==> config.mk <==
export PLATFORM = sky130hd
export DESIGN_NAME = joy_serial_responder_flat
export DESIGN_NICKNAME = d
export VERILOG_FILES = /design/src/rtl/joy_serial_responder_if.sv /design/src/rtl/joy_serial_responder.sv /design/src/flat_wrapper.sv
export SDC_FILE = /design/constraint.sdc
export NUM_CORES = 1
export LEC_CHECK = 0
export BUFFER_PORTS_ARGS = -buffer_cell sky130_fd_sc_hd__buf_2
export CORE_ASPECT_RATIO = 1.75
export CORE_MARGIN = 3
export CORE_UTILIZATION = 35
export CTS_CLUSTER_SIZE = 28
export DETAILED_ROUTE_END_ITERATION = 16
export SLEW_MARGIN = 20
export SYNTH_ARGS = -nofsm -noshare
export SYNTH_HDL_FRONTEND = slang
export SYNTH_SLANG_ARGS = --single-unit
==> constraint.sdc <==
create_clock -name clk -period 3.3 [get_ports clk]
set_input_delay 0.495 -clock clk [delete_from_list [all_inputs] [get_ports clk]]
set_output_delay 0.495 -clock clk [all_outputs]
set_load 0.02 [all_outputs]
==> src/rtl/joy_serial_responder_if.sv <==
// Serial joystick link between the arcade master and the device-side responder.
// The master drives clock and load; the responder returns the serial data.
interface joy_serial_responder_if;
  logic joy_clk;
  logic joy_load;
  logic joy_data;

  modport master (
    output joy_clk,
    output joy_load,
    input  joy_data
  );

  modport slave (
    input  joy_clk,
    input  joy_load,
    output joy_data
  );
endinterface

==> src/rtl/joy_serial_responder.sv <==
// Device end of the 24-bit joystick shift chain, oversampled in the clk domain.
// Optional input debounce is built when JOY_SER_DEBOUNCE_EN is defined.
module joy_serial_responder #(
  parameter int WATCHDOG_CYCLES = 1048576,
  parameter int DEBOUNCE_DIV    = 256
) (
  input  logic                    clk,
  input  logic                    rst_n,
  joy_serial_responder_if.slave   link,
  input  logic [11:0]             joy1,
  input  logic [11:0]             joy2,
  output logic                    busy,
  output logic                    link_ok
);

  typedef enum logic [1:0] {IDLE, LOAD, SHIFT, DONE} state_t;

  localparam int WD_W = $clog2(WATCHDOG_CYCLES + 1);

  state_t          state;
  logic            ck_s1, ck_s2, ck_s3;
  logic            ld_s1, ld_s2, ld_s3;
  logic            ck_rise, ld_fall, ld_rise;
  logic [23:0]     in_s1, in_s2;
  logic [23:0]     ctl;
  logic [23:0]     frame;
  logic [23:0]     snapshot;
  logic [4:0]      bitcnt;
  logic [WD_W-1:0] wd_cnt;

  // Strobes idle high, so the synchronizers reset to 1 to avoid a false edge.
  always_ff @(posedge clk or negedge rst_n) begin
    if (!rst_n) begin
      ck_s1 <= 1'b1;
      ck_s2 <= 1'b1;
      ck_s3 <= 1'b1;
      ld_s1 <= 1'b1;
      ld_s2 <= 1'b1;
      ld_s3 <= 1'b1;
      in_s1 <= '1;
      in_s2 <= '1;
    end else begin
      ck_s1 <= link.joy_clk;
      ck_s2 <= ck_s1;
      ck_s3 <= ck_s2;
      ld_s1 <= link.joy_load;
      ld_s2 <= ld_s1;
      ld_s3 <= ld_s2;
      in_s1 <= {joy2, joy1};
      in_s2 <= in_s1;
    end
  end

  assign ck_rise = ck_s2 & ~ck_s3;
  assign ld_fall = ~ld_s2 & ld_s3;
  assign ld_rise = ld_s2 & ~ld_s3;

`ifdef JOY_SER_DEBOUNCE_EN
  localparam int DIV_W = (DEBOUNCE_DIV > 1) ? $clog2(DEBOUNCE_DIV) : 1;

  logic [DIV_W-1:0] div_cnt;
  logic [23:0]      prev_sample;
  logic [23:0]      deb;

  // A bit only follows the input once two consecutive divided samples agree.
  always_ff @(posedge clk or negedge rst_n) begin
    if (!rst_n) begin
      div_cnt     <= '0;
      prev_sample <= '1;
      deb         <= '1;
    end else if (div_cnt == DIV_W'(DEBOUNCE_DIV - 1)) begin
      div_cnt     <= '0;
      prev_sample <= in_s2;
      deb         <= (in_s2 & ~(in_s2 ^ prev_sample)) | (deb & (in_s2 ^ prev_sample));
    end else begin
      div_cnt <= div_cnt + 1'b1;
    end
  end

  assign ctl = deb;
`else
  logic [31:0] unused_div;
  assign unused_div = 32'(DEBOUNCE_DIV);
  assign ctl = in_s2;
`endif

  // ctl holds {joy2, joy1}; MSB of frame is the first bit sent to the master.
  assign frame = {ctl[8],  ctl[6],  ctl[5:0],
                  ctl[20], ctl[18], ctl[17:12],
                  ctl[22], ctl[23], ctl[21], ctl[19],
                  ctl[10], ctl[11], ctl[9],  ctl[7]};

  // Load low overrides every state, so a partial frame is silently abandoned.
  always_ff @(posedge clk or negedge rst_n) begin
    if (!rst_n) begin
      state         <= IDLE;
      snapshot      <= '1;
      bitcnt        <= '0;
      link.joy_data <= 1'b1;
    end else if (!ld_s2) begin
      state         <= LOAD;
      snapshot      <= frame;
      bitcnt        <= '0;
      link.joy_data <= frame[23];
    end else begin
      case (state)
        IDLE: link.joy_data <= 1'b1;
        LOAD: begin
          if (ld_rise) begin
            state         <= SHIFT;
            link.joy_data <= snapshot[23];
          end
        end
        SHIFT: begin
          if (ck_rise) begin
            snapshot <= {snapshot[22:0], 1'b1};
            if (bitcnt == 5'd23) begin
              bitcnt        <= 5'd24;
              state         <= DONE;
              link.joy_data <= 1'b1;
            end else begin
              bitcnt        <= bitcnt + 5'd1;
              link.joy_data <= snapshot[22];
            end
          end
        end
        DONE: link.joy_data <= 1'b1;
        default: begin
          state         <= IDLE;
          link.joy_data <= 1'b1;
        end
      endcase
    end
  end

  assign busy = (state == SHIFT);

  // link_ok drops on the cycle the silence counter reaches its limit.
  always_ff @(posedge clk or negedge rst_n) begin
    if (!rst_n) begin
      wd_cnt  <= '0;
      link_ok <= 1'b0;
    end else if (ld_fall) begin
      wd_cnt  <= '0;
      link_ok <= 1'b1;
    end else if (wd_cnt != WD_W'(WATCHDOG_CYCLES)) begin
      wd_cnt <= wd_cnt + 1'b1;
      if (wd_cnt == WD_W'(WATCHDOG_CYCLES - 1)) begin
        link_ok <= 1'b0;
      end
    end
  end

endmodule

==> src/flat_wrapper.sv <==
// flat-port wrapper written by rule: the top's interface ports become plain ports
module joy_serial_responder_flat 
#(
  parameter int WATCHDOG_CYCLES = 1048576,
  parameter int DEBOUNCE_DIV    = 256
)
  (clk, rst_n, joy1, joy2, busy, link_ok, link_joy_clk, link_joy_load, link_joy_data);
  joy_serial_responder_if link_i ();
  input  logic clk;
  input  logic rst_n;
  input  logic [11:0] joy1;
  input  logic [11:0] joy2;
  output logic busy;
  output logic link_ok;
  input wire logic [$bits(link_i.joy_clk)-1:0] link_joy_clk;
  input wire logic [$bits(link_i.joy_load)-1:0] link_joy_load;
  output wire logic [$bits(link_i.joy_data)-1:0] link_joy_data;
  assign link_i.joy_clk = link_joy_clk;
  assign link_i.joy_load = link_joy_load;
  assign link_joy_data = link_i.joy_data;
  joy_serial_responder #(.WATCHDOG_CYCLES(WATCHDOG_CYCLES), .DEBOUNCE_DIV(DEBOUNCE_DIV)) u_core (.clk(clk), .rst_n(rst_n), .link(link_i), .joy1(joy1), .joy2(joy2), .busy(busy), .link_ok(link_ok));
endmodule
==> Word level (Yosys, flattened, before mapping) <==
Index checks and enable logic that the tools add are counted.
{ "op_classes": {"muxes": 22, "n_eq_ne": 12, "add_sub_neg": 2, "n_reduce_logical": 8, "bitwise": 6} }
{ "op_table": {"columns": ["operator", "count"], "rows": [
  ["$mux W24", 3],
  ["$mux W21", 2],
  ["$add A21 B1 Y21 const B", 1],
  ["$eq A21 B20 Y1 const B", 1],
  ["$ne A21 B21 Y1 const B", 1],
  ["$mux W5", 4],
  ["$ne A3 B3 Y1 const B", 4],
  ["$mux W2", 4],
  ["$mux W1", 7],
  ["$reduce_and A2 Y1", 3],
  ["$add A5 B1 Y5 const B", 1],
  ["$eq A5 B5 Y1 const B", 1],
  ["$eq A2 B2 Y1 const B", 2],
  ["$ne A2 B2 Y1 const B", 2],
  ["$pmux W2 S2", 1],
  ["$reduce_and A4 Y1", 1],
  ["$reduce_bool A2 Y1", 2],
  ["$and A1 B1 Y1", 3],
  ["$not A1 Y1", 3],
  ["$pmux W1 S3", 1],
  ["$eq A2 B1 Y1 const B", 1],
  ["$logic_not A2 Y1", 1],
  ["$reduce_or A2 Y1", 1]
]} }
{ "totals": {"word_cells": 64, "regBits": 108, "in_bits": 28} }

==> Longest topological paths before layout <==
Gate-level depths: netlist of the first run.
{ "depth": {"ltp_word": 5, "ltp_mapped": 8} }

==> Worst setup path before layout of the first run <==
Ideal clock, no wire load.
{ "synth_timing": {"kind": "flip-flop to flip-flop", "startpoint": "reg u_core.wd_cnt[0]", "endpoint": "reg u_core.link_ok", "period_less_slack_ns": 2.069, "path_slack_ns": 1.231, "arrival_ns": 1.950, "required_ns": 3.181, "path_stages_with_launch": 6, "cell_sequence": "dfrtp_1 -> ha_1 -> nand4_4 -> or4_4 -> or4_4 -> o21a_1"} }
{ "synth_between": {"elab_chain_cells": 3, "word_cells_on_any_way": 5} }
{ "synth_rtl": {"columns": ["element", "line", "text"], "rows": [
  ["from (decl)", "joy_serial_responder.sv:29", "logic [WD_W-1:0] wd_cnt;"],
  ["from (signal assigned)", "joy_serial_responder.sv:147", "wd_cnt <= wd_cnt + 1'b1;"],
  ["$eq A21 B20 Y1 or $ne A21 B21 Y1 (tied branches)", "joy_serial_responder.sv:148, joy_serial_responder.sv:146", null],
  ["$reduce_bool A2 Y1 (no source line)", null, null],
  ["$reduce_and A2 Y1 (no source line) *", null, null],
  ["to (signal assigned)", "joy_serial_responder.sv:142", "link_ok <= 1'b0;"],
  ["to (signal assigned)", "joy_serial_responder.sv:145", "link_ok <= 1'b1;"],
  ["to (signal assigned)", "joy_serial_responder.sv:149", "link_ok <= 1'b0;"],
  ["to (decl)", "joy_serial_responder.sv:13", "output logic link_ok"]
]} }
Every way passes the cells marked *; elsewhere a longest branch is shown, timed or not.
A chain may end at the register's enable or synchronous reset.

==> Worst setup path in the final report of the first run <==
Ends and elaborated chain as after synthesis.

==> results of run 1 <==
-- cell families (layout without fill, tap and decap cells) --
group,Yosys count,in the layout,synth area share
buf+inv,25,59,0.0226
fa+ha+maj,5,5,0.0148
compound gates,61,61,0.0918
flops,108,108,0.665
mux,3,3,0.00713
xor+xnor,11,11,0.0229
simple gates,153,153,0.176
-- how the worst max path moves through the flow --
stage                            startpoint                          to  slack (ns)  cells past startpoint
6_report       u_core.wd_cnt[0]$_DFFE_PN0P_  u_core.link_ok$_DFFE_PN0P_        1.12                      5
5_1_grt        u_core.wd_cnt[0]$_DFFE_PN0P_  u_core.link_ok$_DFFE_PN0P_        1.03                      5
3_3_place_gp   u_core.wd_cnt[0]$_DFFE_PN0P_  u_core.link_ok$_DFFE_PN0P_        1.17                      5
4_1_cts        u_core.wd_cnt[0]$_DFFE_PN0P_  u_core.link_ok$_DFFE_PN0P_        1.11                      5
2_1_floorplan  u_core.wd_cnt[0]$_DFFE_PN0P_  u_core.link_ok$_DFFE_PN0P_        1.23                      5
3_5_place_dp   u_core.wd_cnt[0]$_DFFE_PN0P_  u_core.link_ok$_DFFE_PN0P_        1.11                      5
-- synth_stat cells, drive strengths merged --
library cell	count
dfstp	79
nand2	61
nor2	40
dfrtp	29
a31oi	23
clkbuf	15
a21oi	10
nand3	10
o21ai	10
inv	8
nor3	8
xnor2	8
nand4	6
ha	5
nor4	5
and2	4
nand2b	4
o21a	4
mux2i	3
o211ai	3
or3	3
xor2	3
a211oi	2
a31o	2
buf	2
nor2b	2
nor4b	2
or4	2
a211o	1
a21boi	1
a21o	1
a22o	1
a2bb2oi	1
and3	1
and3b	1
and4	1
and4b	1
nand3b	1
nand4b	1
o31ai	1
o41ai	1
-- metal layers --
layer | track usage | up-vias | routed length, um | share of wire
li1 | - | 1307 | - | -
met5 | 0 | - | 0 | 0
met4 | 0.0581 | 0 | 162 | 0.022
met2 | 0.203 | 38 | 3880 | 0.53
met1 | 0.144 | 1337 | 3050 | 0.42
met3 | 0.0289 | 12 | 198 | 0.027
-- cell type report --
class	instances	share of cell area
Sequential cell	108	0.585
Multi-Input combinational cell	233	0.275
Inverter	8	0.00627
Clock inverter	6	0.00888
Tap cell	135	0.0352
Timing Repair Buffer	35	0.0423
Clock buffer	10	0.0478
-- power by group through the flow --
stage	clock [mW]	sequential, mW	combinational (mW)
after global routing	1.07	1.56	0.330
after global placement	0	1.57	0.277
after floorplan	0	1.55	0.206
after CTS	1.03	1.55	0.290
final	0.987	1.55	0.284
after detailed placement	0	1.57	0.289
-- metrics by stage --
step	power (mW)	worst slack, ns	utilization
6_report	2.82	1.12	0.411
5_1_grt	2.97	1.03	0.411
4_1_cts	2.87	1.11	0.411
3_5_place_dp	1.86	1.11	0.388
3_3_place_gp	1.84	1.17	0.388
2_1_floorplan	1.76	1.23	-
-- critical path: stages, from the launching register on --
cell and delay, ns:
dfrtp_1 0.43, ha_1 0.28, nand4_4 0.16, or4_4 0.60, or4_4 0.50, o21a_1 0.11
-- cell usage in the layout, fill, tap and decap left out, types with 3 or more instances in the layout --
master,count
buf_4,5
inv_6,3
clkbuf_16,9
dfrtp_1,29
xnor2_1,8
nor3_1,8
nand2b_1,4
nor4_1,5
dfstp_2,79
buf_2,29
o21ai_0,10
a31oi_1,23
ha_1,5
xor2_1,3
nand4_1,4
nor2_1,40
o211ai_1,3
inv_1,8
o21a_1,4
mux2i_1,3
nand2_1,61
a21oi_1,10
and2_1,4
nand3_1,10
-- sequential cells by signal (all words and copies together) (netlist names), 2 cells and up --
signal	flops
u_core.bitcnt	5
u_core.in_s1	24
u_core.state	2
u_core.ctl	24
u_core.wd_cnt	21
u_core.snapshot	24
==> run summary, run 1 <==
Worst R2R Start -> u_core.wd_cnt[0]$_DFFE_PN0P_
Logic pwr share -> 0.101
WP data required -> 3.53 ns
Largest net degree at the start of global routing -> 63
I/O pin cnt -> 31
CTS Hold Bufs -> 0
Port buffer count -> 30
Slew Limit Headroom -> 0.588
Synth top area cells -> dfstp_2 49%, dfrtp_1 17%, nand2_1 5.4%
Cell Count Post-Placement -> 519
DRC Markers -> 0
Number of fillers in the final layout -> 1081
Yosys top cell by area -> dfstp_2
Sequential Power Share -> 0.549
Fin cells -> 535
Initial antenna violation count -> 0
Global-route wire length before repair -> 12700 um
Post-synth top area share -> 0.493
Startpoint Class -> flop
Final Max Tran Viols -> 0
Vias in the first global route -> 2781
Cells after synthesis -> 366
Cts bufs inserted -> 9
Max-Cap Viols -> 0
Int Power -> 2.11 mW
Max IR drop VDD -> 0.000253 V
Placer Congestion -> 0.789
Synthesized Nets -> 399
Tcrit/Tclk final -> 0.662
Vias per cell -> 5.04
Reg2reg end -> u_core.link_ok$_DFFE_PN0P_
Fmax -> 458 MHz
CP Data Arrival Time -> 2.42 ns
Dpl cell area -> 4520 um^2
CTS resizes -> 0
Sequential fraction of the synthesis area -> 0.665
Total grt overflow -> 0
Starting Density -> 0.362
Worst skew pair latency -> 0.34 ns
Worst Setup End Kind -> flop
Layout cells sized above 1 -> 0.343
Core area -> 11600 um^2
Worst hold path type -> input pin to async pin
Clock skew -> 0.00943 ns
Switching Power -> 0.708 mW
CTS Sinks -> 108
Routed WL per cell -> 13.6 um
Footprint of the multi-input gates -> 1320 um^2
Type of the worst setup path -> flop to flop
Status -> finished clean
R2r setup slk -> 1.12 ns
Clk root buf -> clkbuf_16
Detailed Routing Iterations Pass 1 -> 4
Clock transition at path regs -> 0.07 ns
Iteration-0 DRC Markers -> 174
Total setup buffers inserted after CTS -> 0
CTS tree -> yes
Clk pwr share -> 0.350
Post-route cell area -> 4790 um^2
N_diodes -> 0
Reg2Reg Depth -> 5
Die width -> 88.9 um
FF+latch count, synth -> 108
DRT antenna net count -> 0
Final worst path period need -> 2.18 ns
CTS max path bufs -> 2
Cell Area, Synth -> 4210 um^2
Leakage Power -> 2.03 nW
P&R area growth vs syn -> 13.7%
Tot GR Track Use -> 0.122
Setup violators final -> 0
Final nets -> 428
PwrDens -> 588 nW/um^2
Via count -> 2694
Setup TNS -> 0 ns
H-tree lvl count -> 3
RSZ-0062 raised after global routing -> no
Final Hold Fails -> 0
Die Area -> 13400 um^2
Mean Syn Cell Area -> 11.5 um^2
Sw Share -> 0.251
Distinct cell type count after synthesis -> 44
Worst Tran Pin Value -> 0.616 ns
Hold slack -> 0.173 ns
Site Rows -> 52
Total Wirelength -> 7290 um
Synthesis Warnings -> 0
Die height -> 151 um
DP HPWL -> 4880 um
Worst-path fanout max -> 7
Reg area -> 2800 um^2
Note: power is estimated with default switching activity, not from simulation.
==> run 2, diff against run 1 <==
clock period = 1.8 ns   (was 3.3 ns; I/O delays follow)
==> run 2 against run 1 <==
Compared with the run above: register-to-register slack got worse by 1.1 ns; global-route usage grew 0.95 points; sequential power up 82%; clock skew shrank 0.0016 ns; non-clock buffer count rose by 28; highest routed layer unchanged.
==> run summary, run 2 (synthesis results as in run 1) <==
CTS Sinks -> 108 (unchanged)
Clk root buf -> clkbuf_16
Total grt overflow -> 0 (unchanged)
Placer Congestion -> 0.820 (+4.0%)
Cts bufs inserted -> 9 (unchanged)
N_diodes -> 0 (unchanged)
PwrDens -> 1080 nW/um^2 (+84%)
Status -> finished clean
Hold slack -> 0.0173 ns (-0.155 ns)
Clock skew -> 0.00780 ns (-0.00162 ns)
P&R area growth vs syn -> 21.2%
Die height -> 151 um (unchanged)
CTS tree -> yes
Detailed Routing Iterations Pass 1 -> 4 (unchanged)
Vias in the first global route -> 2973 (+6.9%)
DP Worst Slack -> -0.00537 ns (-1.12 ns)
Layout cells sized above 1 -> 0.383 (+0.0407)
Slew Limit Headroom -> 0.656 (+0.0680)
Vias per cell -> 5.03 (about the same)
Worst-path fanout max -> 4 (-3)
Commonest non-fill, non-tap cell in the layout -> dfstp_2
Final Hold Fails -> 0 (unchanged)
Max-Cap Viols -> 0 (unchanged)
RSZ-0062 raised after global routing -> yes
Tot GR Track Use -> 0.131 (+0.00952)
Fin cells -> 563 (+5.2%)
Via count -> 2834 (+5.2%)
Tcrit/Tclk final -> 0.984 (+0.322)
WP data required -> 2.04 ns (-1.49 ns)
Largest net degree at the start of global routing -> 81 (+29%)
Starting Density -> 0.362 (unchanged)
Final worst slack -> 0.0297 ns (-1.09 ns)
Initial antenna violation count -> 0 (unchanged)
Final Max Tran Viols -> 0 (unchanged)
Startpoint Class -> flop
H-tree lvl count -> 3 (unchanged)
Leakage Power -> 2.19 nW (+8.0%)
Fmax -> 565 MHz (+23%)
Setup violators final -> 0 (unchanged)
Die width -> 88.9 um (unchanged)
DRC Markers -> 0 (unchanged)
Worst hold path type -> input pin to flop
Worst skew pair latency -> 0.35 ns (about the same)
Global-route wire length before repair -> 13500 um (+6.4%)
Reg area -> 2800 um^2 (unchanged)
Worst Tran Pin Value -> 0.512 ns (-0.104 ns)
Worst Setup End Kind -> flop
Commonest non-fill, non-tap cells in the layout -> 79 x dfstp_2, 61 x nand2_1, 40 x nor2_1
Cell Count Post-Placement -> 539 (+3.9%)
Final worst path period need -> 1.77 ns (-0.414 ns)
Die Area -> 13400 um^2 (unchanged)
DP HPWL -> 5360 um (+9.8%)
CTS max path bufs -> 2 (unchanged)
Site Rows -> 52 (unchanged)
Number of fillers in the final layout -> 1064 (-1.6%)
Routed WL per cell -> 14.2 um (+4.3%)
Post-route cell area -> 5110 um^2 (+6.6%)
DRT antenna net count -> 0 (unchanged)
Footprint of the multi-input gates -> 1350 um^2 (+2.4%)
Setup TNS -> 0 ns (unchanged)
Total Wirelength -> 8000 um (+9.8%)
Type of the worst setup path -> flop to flop
Total power -> 5.52 mW (+96%)
Clock transition at path regs -> 0.07 ns (about the same)
Port buffer count -> 30 (unchanged)
Iteration-0 DRC Markers -> 113 (-35%)
Final nets -> 456 (+6.5%)
I/O pin cnt -> 31 (unchanged)
CP Data Arrival Time -> 2.01 ns (-0.41 ns)
Core area -> 11600 um^2 (unchanged)
Max IR drop VDD -> 0.000539 V (+110%)
Fin util -> 0.439 (+0.0271)
Dpl cell area -> 4700 um^2 (+3.9%)
==> run 2: area by class of cell <==
| cell class | instances | area share |
|---|---|---|
| clock buffer | 10 | 0.0468 |
| clock inverter | 6 | 0.0154 |
| inverter | 8 | 0.00588 |
| multi-input combinational | 233 | 0.264 |
| sequential | 108 | 0.549 |
| tap | 135 | 0.0331 |
| timing repair buffer | 63 | 0.0862 |
==> run 2: what timing repair did <==
| item | 4_1_cts | 5_1_grt |
|---|---|---|
| resized for setup | 0 | 3 |
| pin swaps | 0 | 1 |
| endpoints found under the hold margin | 31 | 3 |
| setup endpoints to repair | 1 | 3 |
| hold buffers | 3 | 3 |
| setup buffers | 1 | 1 |
==> run 2: worst paths after layout <==
path	slack (ns)	cells after the start	endpoint	from
min in group asynchronous	0.51	3	u_core.bitcnt[0]$_DFFE_PN0P_	rst_n
worst max-delay path	0.03	4	u_core.link_ok$_DFFE_PN0P_	u_core.wd_cnt[6]$_DFFE_PN0P_
worst max register to register	0.03	4	u_core.link_ok$_DFFE_PN0P_	u_core.wd_cnt[6]$_DFFE_PN0P_
max in group asynchronous	0.94	3	u_core.ctl[6]$_DFF_PN1_	rst_n
worst min register to register	0.35	0	u_core.ctl[13]$_DFF_PN1_	u_core.in_s1[13]$_DFF_PN1_
worst min-delay path	0.02	1	u_core.in_s1[22]$_DFF_PN1_	joy2[10]
==> run 2: metal layers <==
metal	track usage	vias up	share of wire
li1	-	1369	-
met1	0.149	1418	0.41
met2	0.224	32	0.54
met3	0.0261	15	0.022
met4	0.0753	0	0.027
met5	0	-	0
==> run 2: report_power, final <==
part | switching [mW] | internal (mW)
Combinational | 0.363 | 0.290
Sequential | 0.116 | 2.70
Clock | 0.903 | 1.14
==> run 2: critical path: stages (launching register included) <==
cell and delay [ns]:
dfrtp_1 0.36, nand4_1 0.17, or4_4 0.59, or4_4 0.43, o21a_1 0.12
==> run 3, diff against run 2 <==
RECOVER_POWER = 25   (was unset)
==> run 3 against run 2 <==
Compared with the run above: setup slack did not move; sequential power barely moved; first-iteration DRC count fell by 0.88%; cell area barely moved; critical path type unchanged; highest routed layer unchanged.
==> run summary, run 3 (synthesis results as in run 1) <==
Status -> finished clean
Worst R2R Start -> u_core.wd_cnt[6]$_DFFE_PN0P_
Routed wl met2 -> 4310 um (about the same)
Worst-path fanout max -> 4 (unchanged)
Switching Power -> 1.38 mW (about the same)
Core area -> 11600 um^2 (unchanged)
Placer Congestion -> 0.820 (unchanged)
Iteration-0 DRC Markers -> 112 (-0.88%)
Worst Setup End Kind -> flop
Tot GR Track Use -> 0.131 (unchanged)
CTS max path bufs -> 2 (unchanged)
Starting Density -> 0.362 (unchanged)
Highest routed metal layer -> met4
Routed WL per cell -> 14.2 um (about the same)
Clock skew -> 0.00780 ns (unchanged)
Worst hold path type -> input pin to flop
Final worst slack -> 0.0297 ns (unchanged)
DP Worst Slack -> -0.00537 ns (unchanged)
Tcrit/Tclk final -> 0.984 (unchanged)
Reg2reg end -> u_core.link_ok$_DFFE_PN0P_
Type of the worst setup path -> flop to flop
P&R area growth vs syn -> 21.1% (about the same)
DRT antenna net count -> 0 (unchanged)
Setup crit start -> u_core.wd_cnt[6]$_DFFE_PN0P_
CP Buf/Inv Count -> 0 (unchanged)
Die height -> 151 um (unchanged)
Fin cells -> 563 (unchanged)
Port buffer count -> 30 (unchanged)
Worst Tran Pin Value -> 0.658 ns (+0.146 ns)
Vias per cell -> 5.03 (unchanged)
Final Hold Fails -> 0 (unchanged)
Ordered cell list for the critical path -> nand4_1 > or4_4 > or4_4 > o21a_1
Sw Share -> 0.250 (about the same)
Total grt overflow -> 0 (unchanged)
N_diodes -> 0 (unchanged)
Slew Limit Headroom -> 0.561 (-0.0947)
Clock transition at path regs -> 0.07 ns (about the same)
CP endpoint -> u_core.link_ok$_DFFE_PN0P_
Met3 wire length -> 179 um (unchanged)
H-tree lvl count -> 3 (unchanged)
R2r setup slk -> 0.03 ns (about the same)
Max-Cap Viols -> 0 (unchanged)
Slowest CP cell -> or4_4
Total Wirelength -> 8010 um (about the same)
Worst skew pair latency -> 0.35 ns (about the same)
Sequential Power Share -> 0.511 (about the same)
Cell Count Post-Placement -> 539 (unchanged)
Leakage Power -> 2.19 nW (about the same)
Global-route wire length before repair -> 13500 um (unchanged)
Site Rows -> 52 (unchanged)
Reg2Reg Depth -> 4 (unchanged)
Setup violators final -> 0 (unchanged)
Largest net degree at the start of global routing -> 81 (unchanged)
Setup TNS -> 0 ns (unchanged)
Die width -> 88.9 um (unchanged)
CP Data Arrival Time -> 2.01 ns (about the same)
Fin util -> 0.438 (about the same)
Layout cells sized above 1 -> 0.379 (-0.00467)
CTS tree -> yes
Fmax -> 565 MHz (unchanged)
CP top delay family -> simple AND/OR/NAND/NOR gates
Commonest non-fill, non-tap cells in the layout -> 77 x dfstp_2, 61 x nand2_1, 40 x nor2_1
Int Power -> 4.14 mW (about the same)
WP depth -> 4 (unchanged)
Worst path most repeated cell -> or4_4
Final worst path period need -> 1.77 ns (unchanged)
Detailed Routing Iterations Pass 1 -> 4 (unchanged)
Cts bufs inserted -> 9 (unchanged)
RSZ-0062 raised after global routing -> yes
Final nets -> 456 (unchanged)
CTS Sinks -> 108 (unchanged)
WP data required -> 2.04 ns (about the same)
Via count -> 2834 (unchanged)
M1 WL -> 3300 um (+0.18%)
Final Max Tran Viols -> 0 (unchanged)
Initial antenna violation count -> 0 (unchanged)
Commonest non-fill, non-tap cell in the layout -> dfstp_2
Clk root buf -> clkbuf_16
Clk pwr share -> 0.371 (about the same)
I/O pin cnt -> 31 (unchanged)
Critical Path Max Stage Delay -> 0.59 ns (about the same)
DRC Markers -> 0 (unchanged)
DP HPWL -> 5360 um (unchanged)
Vias in the first global route -> 2973 (unchanged)
PwrDens -> 1080 nW/um^2 (about the same)
Logic pwr share -> 0.118 (about the same)
Number of fillers in the final layout -> 1065 (+0.094%)
Die Area -> 13400 um^2 (unchanged)
Max IR drop VDD -> 0.000539 V (about the same)
Startpoint Class -> flop
## run 3: changes by cell type in the layout (fill, tap and decap cells not counted)
cell      before  now
clkbuf_2       0    1
buf_4         26   25
dfstp_1        0    2
dfstp_2       79   77
## run 3: layer usage
| layer | vias to the layer above | track usage |
|---|---|---|
| met5 | - | 0 |
| met4 | 0 | 0.0753 |
| met3 | 15 | 0.0261 |
| met2 | 32 | 0.224 |
| met1 | 1418 | 0.149 |
| li1 | 1369 | - |
## run 3: power by group through the flow
stage | registers [mW] | logic, mW | clock network (mW)
finish | 2.82 | 0.652 | 2.05
global route | 2.84 | 0.742 | 2.23
CTS | 2.82 | 0.640 | 2.13
detailed placement | 2.86 | 0.614 | 0
global placement | 2.86 | 0.591 | 0
floorplan | 2.85 | 0.385 | 0
## run 3: worst min path at each step
stage	startpoint	end	slack, ns	depth (start not counted)
floorplan	rst_n	u_core.bitcnt[0]$_DFFE_PN0P_	-0.03	0
global placement	rst_n	u_core.wd_cnt[9]$_DFFE_PN0P_	0.34	2
detailed placement	rst_n	u_core.wd_cnt[8]$_DFFE_PN0P_	0.34	2
CTS	joy1[4]	u_core.in_s1[4]$_DFF_PN1_	0.0007	1
global route	joy1[2]	u_core.in_s1[2]$_DFF_PN1_	0.0006	1
finish	joy2[10]	u_core.in_s1[22]$_DFF_PN1_	0.02	1
## run 3: stage by stage
stage	hold WS [ns]	cell area, um^2	power (mW)
3_3_place_gp	0.341	4700	3.45
4_1_cts	0.000741	5050	5.59
5_1_grt	0.000557	5100	5.82
2_1_floorplan	-0.0256	4230	3.23
6_report	0.0173	5100	5.52
3_5_place_dp	0.343	4700	3.48
## run 3: repair_timing
action	in CTS	in global routing
buffers inserted	1	1
hold buffers	3	3
pin swaps	0	1
endpoints found under the hold margin	31	3
gates resized for setup	0	3
setup endpoints to repair	1	3
## run 3: final cells by class
cell class | count | area [um^2] | share of cell area
clock buffers | 10 | 239 | 0.0468
clock inverters | 6 | 78.8 | 0.0154
inverters | 8 | 30.0 | 0.00588
multi-input cells | 233 | 1350 | 0.264
flip-flops and latches | 108 | 2800 | 0.549
well taps | 135 | 169 | 0.0331
repair buffers | 63 | 438 | 0.0858
